$ cat config.mk
export PLATFORM = sky130hd
export DESIGN_NAME = q299_inv_unit
export DESIGN_NICKNAME = d
export VERILOG_FILES = /design/src/rtl/q299_inv_unit.sv
export SDC_FILE = /design/constraint.sdc
export NUM_CORES = 1
export LEC_CHECK = 0
export ABC_AREA = 1
export BUFFER_PORTS_ARGS = -buffer_cell sky130_fd_sc_hd__buf_2
export CAP_MARGIN = 10
export CORE_ASPECT_RATIO = 0.8
export CORE_MARGIN = 10
export CORE_UTILIZATION = 25
export CTS_CLUSTER_SIZE = 24
export DETAILED_ROUTE_END_ITERATION = 16
export PLACE_DENSITY = 0.54
export SYNTH_ARGS = -nofsm -noshare
export SYNTH_HDL_FRONTEND = slang
export SYNTH_SLANG_ARGS = --single-unit
$ cat constraint.sdc
create_clock -name clk -period 1.46 [get_ports clk]
set_input_delay 0.292 -clock clk [delete_from_list [all_inputs] [get_ports clk]]
set_output_delay 0.292 -clock clk [all_outputs]
set_load 0.01 [all_outputs]
$ cat src/rtl/q299_inv_unit.sv
// Purpose: 3-share threshold inverse of the Q299 quadratic map over all 16 nibbles of a 64-bit state, 4 nibbles per beat.
// Latency: out_valid rises 4 cycles after the accept edge; one state per 5 cycles with out_ready held high.
// Backpressure: results are held stable in DONE until out_ready; in_ready follows out_ready there so a new state can overlap the handoff.
module q299_inv_unit (
  input  logic        clk,
  input  logic        rst_n,
  input  logic        in_valid,
  output logic        in_ready,
  input  logic [63:0] in_sh0,
  input  logic [63:0] in_sh1,
  input  logic [63:0] in_sh2,
  output logic        out_valid,
  input  logic        out_ready,
  output logic [63:0] out_sh0,
  output logic [63:0] out_sh1,
  output logic [63:0] out_sh2
);

  typedef enum logic [1:0] {
    S_IDLE = 2'd0,
    S_BUSY = 2'd1,
    S_DONE = 2'd2
  } state_e;

  state_e            state_q, state_d;
  logic [1:0]        cnt_q, cnt_d;
  logic [2:0][63:0]  ish_q, ish_d;   // input shift register, share index outermost
  logic [2:0][63:0]  osh_q, osh_d;   // output shift register (the single TI register stage)
  logic [2:0][15:0]  comp_out;       // component outputs for the current beat
  logic              accept;

  // Cross-share quadratic term for share i: u_i v_i ^ u_i v_(i+1) ^ u_(i+1) v_i.
  function automatic logic p_term(input logic ui, input logic vi,
                                  input logic ui1, input logic vi1);
    return (ui & vi) ^ (ui & vi1) ^ (ui1 & vi);
  endfunction

  // One component function: a is share i of the nibble, b is share i+1.
  // Only a contributes linear terms, and no third share is visible here.
  function automatic logic [3:0] inv_comp(input logic [3:0] a, input logic [3:0] b);
    logic [3:0] x;
    x[3] = a[3];
    x[2] = a[2] ^ p_term(a[3], a[2], b[3], b[2]) ^ p_term(a[3], a[0], b[3], b[0]);
    x[1] = a[1] ^ p_term(a[3], a[1], b[3], b[1]) ^ p_term(a[3], a[2], b[3], b[2]);
    x[0] = a[0] ^ p_term(a[3], a[1], b[3], b[1]);
    return x;
  endfunction

  // 12 component instances: 3 output shares x 4 nibbles of the low 16 bits.
  for (genvar gi = 0; gi < 3; gi++) begin : g_share
    for (genvar gj = 0; gj < 4; gj++) begin : g_nib
      assign comp_out[gi][4*gj +: 4] = inv_comp(ish_q[gi][4*gj +: 4],
                                                ish_q[(gi + 1) % 3][4*gj +: 4]);
    end
  end

  // Next-state, handshake outputs and shift-register updates.
  always_comb begin
    state_d   = state_q;
    cnt_d     = cnt_q;
    ish_d     = ish_q;
    osh_d     = osh_q;
    in_ready  = 1'b0;
    out_valid = 1'b0;
    accept    = 1'b0;
    case (state_q)
      S_IDLE: begin
        in_ready = 1'b1;
        if (in_valid) begin
          accept  = 1'b1;
          state_d = S_BUSY;
        end
      end
      S_BUSY: begin
        for (int i = 0; i < 3; i++) begin
          ish_d[i] = {16'h0000, ish_q[i][63:16]};
          osh_d[i] = {comp_out[i], osh_q[i][63:16]};
        end
        cnt_d = cnt_q + 2'd1;
        if (cnt_q == 2'd3) begin
          state_d = S_DONE;
        end
      end
      S_DONE: begin
        out_valid = 1'b1;
        in_ready  = out_ready;
        if (out_ready) begin
          if (in_valid) begin
            accept  = 1'b1;
            state_d = S_BUSY;
          end else begin
            state_d = S_IDLE;
          end
        end
      end
      default: begin
        state_d = S_IDLE;
      end
    endcase
    if (accept) begin
      ish_d = {in_sh2, in_sh1, in_sh0};
      cnt_d = 2'd0;
    end
  end

  // State, counter and share registers; reset discards any partial state.
  always_ff @(posedge clk or negedge rst_n) begin
    if (!rst_n) begin
      state_q <= S_IDLE;
      cnt_q   <= 2'd0;
      ish_q   <= '0;
      osh_q   <= '0;
    end else begin
      state_q <= state_d;
      cnt_q   <= cnt_d;
      ish_q   <= ish_d;
      osh_q   <= osh_d;
    end
  end

  assign out_sh0 = osh_q[0];
  assign out_sh1 = osh_q[1];
  assign out_sh2 = osh_q[2];

endmodule

# Word-level counts from Yosys, hierarchy flattened
# Cells that the tools add are included.
# op_classes
muxes,14
n_reduce_logical,3
n_eq_ne,6
bitwise_logic,240
n_addsub,1
# op_table
op,n
$mux 192,2
$xor 1x1->1,132
$and 1x1->1,108
$mux 2,5
$ne 2x2->1 const B,3
$pmux 2 s3,1
$eq 2x2->1 const B,2
$mux 1,4
$pmux 1 s2,2
$reduce_and 3->1,1
$add 2x1->2 const B,1
$eq 2x1->1 const B,1
$logic_not 2->1,1
$reduce_bool 2->1,1
# totals
out_inout_bits,194
reg_bits,388
inputBits,196
wordCells,272

# Depth between registers and ports, before layout
# depth
depth_word,5
mapped_depth,10
ltp_nobuf,9

# Worst setup path after synthesis
# Ideal clock, no wire load.
# synth_path
path_type,register to register
startpoint,reg state_q[1]
endpoint,reg ish_q[151] (netlist name)
stages_incl_launch_ff,9
t_arrival_ns,1.205
period_less_slack_ns,1.334
setup_slack_ns,0.126
path_buffers,2
setup_time_ns,0.130
t_required_ns,1.330
path_cell_list,dfrtp_1 > inv_2 > nor2_2 > nor2_4 > nand2_4 > buf_4 > clkbuf_1 > o21ai_0 > o21ai_0
# synth_via
elab_chain_len,3
elab_cells_between_ends,6
cone_classes,eq/ne: 2; mux: 2; reduce/logical: 2
# synth_rtl
element,line,source
from (decl),25,"state_e state_q, state_d;"
from (signal assigned),114,state_q <= state_d;
$eq 2x2->1 / $logic_not 2->1 (equally long branches),66,case (state_q)
$pmux 1 s2,66,
$mux 192 / $reduce_bool 2->1 (equally long branches),n/a,
to (signal assigned),116,ish_q <= ish_d;
to (decl),27,"logic [2:0][63:0] ish_q, ish_d;"
# Several ways; a longest one is shown, not always the timed one.
# A chain may end at the register's enable or synchronous reset.

# Worst setup path in the final report
# layout_path
startpoint,reg state_q[0]
endpoint,reg ish_q[130] (netlist name)
# The elaborated chain is that of the path after synthesis.

==> flow_summary.yaml <==
clock_tree:
  cts_tree: "built"
  path_clk_slew_ns: 0.06
  clock-root-buffer: "clkbuf_16"
  clock_path_buffers: 3
  clkLatencyLatePin_ns: 0.59
  clock_sinks: 388
  cts_buffers: 47
  cts-htree-levels: 2
sta:
  rsz0062_at_grt: "true"
  fmax_ghz: 0.5860
  worst_slew_pin_slew_ns: 0.4860
  period_needed_ns: 1.707
  skew_ns: 0.02837
  final.period_utilization: 1.169
  hold_viol_final: 0
  timing.hold.ws_ns: 0.07441
  slew_viol_final: 0
  max_slew_margin: 0.6760
  setup_slack_ns: -0.2465
  setup_viol: 393
global_routing:
  grt_max_degree: 62
  grt_util_all_layers: 0.1822
  antenna_found_initial: 9
  grt_pass1_wl_um: 113900
  grt_pass1_vias: 17630
  grt_overflow: 0
final_layout:
  mostFrequentLayoutCells: "nand2_1 (532), dfrtp_1 (367), buf_2 (364), inv_1 (263), o21ai_1 (215)"
  multi_input_area_mm2: 0.007342
  nFillCells: 6809
  nets: 3148
  area_delta_synth_final_pct: 67.35
  layout_commonest_cell: "nand2_1"
  drive_gt1_frac: 0.3566
  layout.area.seq_mm2: 0.009736
worst_setup_path:
  crit_arrival_ns: 2.13
  cp-start-kind: "flip-flop"
  cpMostUsedCell: "buf_6"
  critPathMaxFanout: 8
  end_kind: "flip-flop"
  rrSetupSlack_ns: -0.25
  path_class: "reg2reg"
  cpMaxStageDelayCell: "dfrtp_1"
  crit_path_start: "state_q[0]"
  max_stage_delay_ns: 0.41
  cp.required_ns: 1.88
  crit_chain: "buf_6 -> buf_6 -> nand2_8 -> buf_12 -> buf_8 -> buf_12 -> buf_6 -> o221ai_1"
  worstReg2RegStart: "state_q[0]"
  reg2regPathDepth: 8
  r2r_end: "ish_q[130]"
hold_path:
  min_to: "ish_q[148]"
  worstHoldStart: "in_sh2[20]"
  min_path_cells: 4
  hp-class: "in2reg"
route:
  drc: 0
  detail_route.first_pass.iterations: 5
  ant_nets: 0
  viasPerCell: 4.540
  wl_um: 78170
  dr.first_iter.drc_count: 1331
  wl_per_cell_um: 19.95
  num_vias: 17790
synth:
  yosysTopAreaCell: "dfrtp_1"
  syn_nets: 2327
  synthTopCellsByArea: "dfrtp_1 (55%), nand2_1 (14%), o21ai_0 (10%), inv_1 (5.8%), nand3_1 (3.7%)"
  ys.warnings.count: 0
  synth_area_per_cell_um2: 8.251
  ys_ff_latch: 388
  ys_seq_area_frac: 0.5525
  syn_area_mm2: 0.01757
  ys_types: 25
  syn_inst: 2130
  synth_top_area_frac: 0.5525
power_and_ir_drop:
  ir_drop_mv: 1.346
  p_leak_nw: 14.61
  p_per_area_mw_per_mm2: 2732
floorplanning:
  die_h_um: 257.1
  fp.dieW_um: 316.4
  start_util: 0.2536
  dieArea_mm2: 0.08137
  rows: 86
  core_area_mm2: 0.06930
  ioPinCount: 390
place:
  io_buffers: 389
  hpwl_um: 51910
  place.gp.congestion: 0.8614
  dp_slack_ns: -0.1626
run_status:
  status: "finished with violations"
  violations: "negative setup slack"
job:
  cap_viol_max_count: 0
## registers in the layout (all words and copies together) (netlist names)
register,count
ish_q,180
out_sh0,64
out_sh1,64
out_sh2,64
comp_out,12
cnt_q,2
state_q,2
## report_power, final
| part | switching [mW] | leakage, nW | total (mW) | internal [mW] |
|---|---|---|---|---|
| Combinational | 25.9 | 8.94 | 47.9 | 22.0 |
| Clock | 5.01 | 0.840 | 13.0 | 8.02 |
| Sequential | 3.39 | 4.83 | 19.4 | 16.0 |
| Total | 34.3 | 14.6 | 80.3 | 46.1 |
## cell usage after synthesis
library cell  count
a22oi_1           1
xor2_1           13
clkbuf_1         32
inv_1           270
buf_4            14
nor2_4            1
nor2_2            1
buf_6            12
nor2_1           20
o31ai_1           1
a21oi_1          12
nand3_1         130
nand2_2           2
buf_2            57
nand2_1         651
clkinv_1          1
nand2_4           1
clkbuf_2          1
o21ai_1         105
dfrtp_1         388
o221ai_1         48
ha_1              1
inv_4             1
inv_2             3
o21ai_0         364
## cell type report
class | instances | area share
tap | 924 | 0.03931
clock inverter | 23 | 0.01319
sequential | 388 | 0.3310
clock buffer | 64 | 0.04522
multi-input combinational | 1354 | 0.2496
timing repair buffer | 882 | 0.2830
timing repair inverter | 3 | 0.001532
inverter | 275 | 0.03659
antenna | 6 | 0.0005105
## metrics by stage
step | std cells | util | setup TNS, ns | instance area (um^2) | total power, mW
finish | 3919 | 0.4244 | -40.91 | 29410 | 80.34
CTS | 3889 | 0.4052 | -45.04 | 28080 | 75.65
floorplan | 2130 | - | 0 | 17570 | 36.57
detailed placement | 3498 | 0.3148 | -12.01 | 21810 | 50.93
global route | 3917 | 0.4243 | -69.16 | 29410 | 85.98
global placement | 3498 | 0.3148 | -7.437 | 21810 | 50.46
## how the worst max path moves through the flow
| stage | endpoint | slack (ns) | depth (start not counted) |
|---|---|---|---|
| after floorplan | ish_q[151] | 0.13 | 8 |
| after global placement | out_sh1[56] | -0.17 | 8 |
| after detailed placement | out_sh1[56] | -0.16 | 8 |
| after CTS | in_ready | -0.26 | 5 |
| after global routing | ish_q[130] | -0.28 | 8 |
| final | ish_q[130] | -0.25 | 8 |
## metal layers
| metal | GRT usage | share of wire | vias to the layer above | wire (um) |
|---|---|---|---|---|
| met4 | 0.03519 | 0.017 | 4 | 1339 |
| met3 | 0.03902 | 0.071 | 79 | 5566 |
| met2 | 0.2869 | 0.46 | 545 | 35850 |
| met5 | 0 | 0.00029 | - | 23 |
| li1 | - | - | 8590 | - |
| met1 | 0.2545 | 0.45 | 8574 | 35400 |
## kinds of logic after synthesis
group | Yosys count | synth area share
AO/OA/AOI/OAI | 531 | 0.1618
XOR/XNOR | 13 | 0.006479
adder cells (fa/ha/maj) | 1 | 0.0007118
buffers and inverters | 391 | 0.09590
flip-flops | 388 | 0.5525
AND/OR/NAND/NOR | 806 | 0.1827
## critical path, delay by kind of cell, from the launching register on
kind / cells / cell delay, ns
AOI/OAI and AO/OA: 1 / 0.13
buffers and inverters: 6 / 0.89
DFF: 1 / 0.41
and+or+nand+nor: 1 / 0.08
## what timing repair did
action | in CTS | in global routing
endpoints found under the setup margin | 308 | 457
endpoints found under the hold margin | 521 | 0
buffers inserted | 68 | 5
hold buffers | 190 | 0
pin swaps | 14 | 21
gates cloned | 46 | 21
gates resized for setup | 315 | 359
No activity file was read; power rests on OpenSTA's default activity.
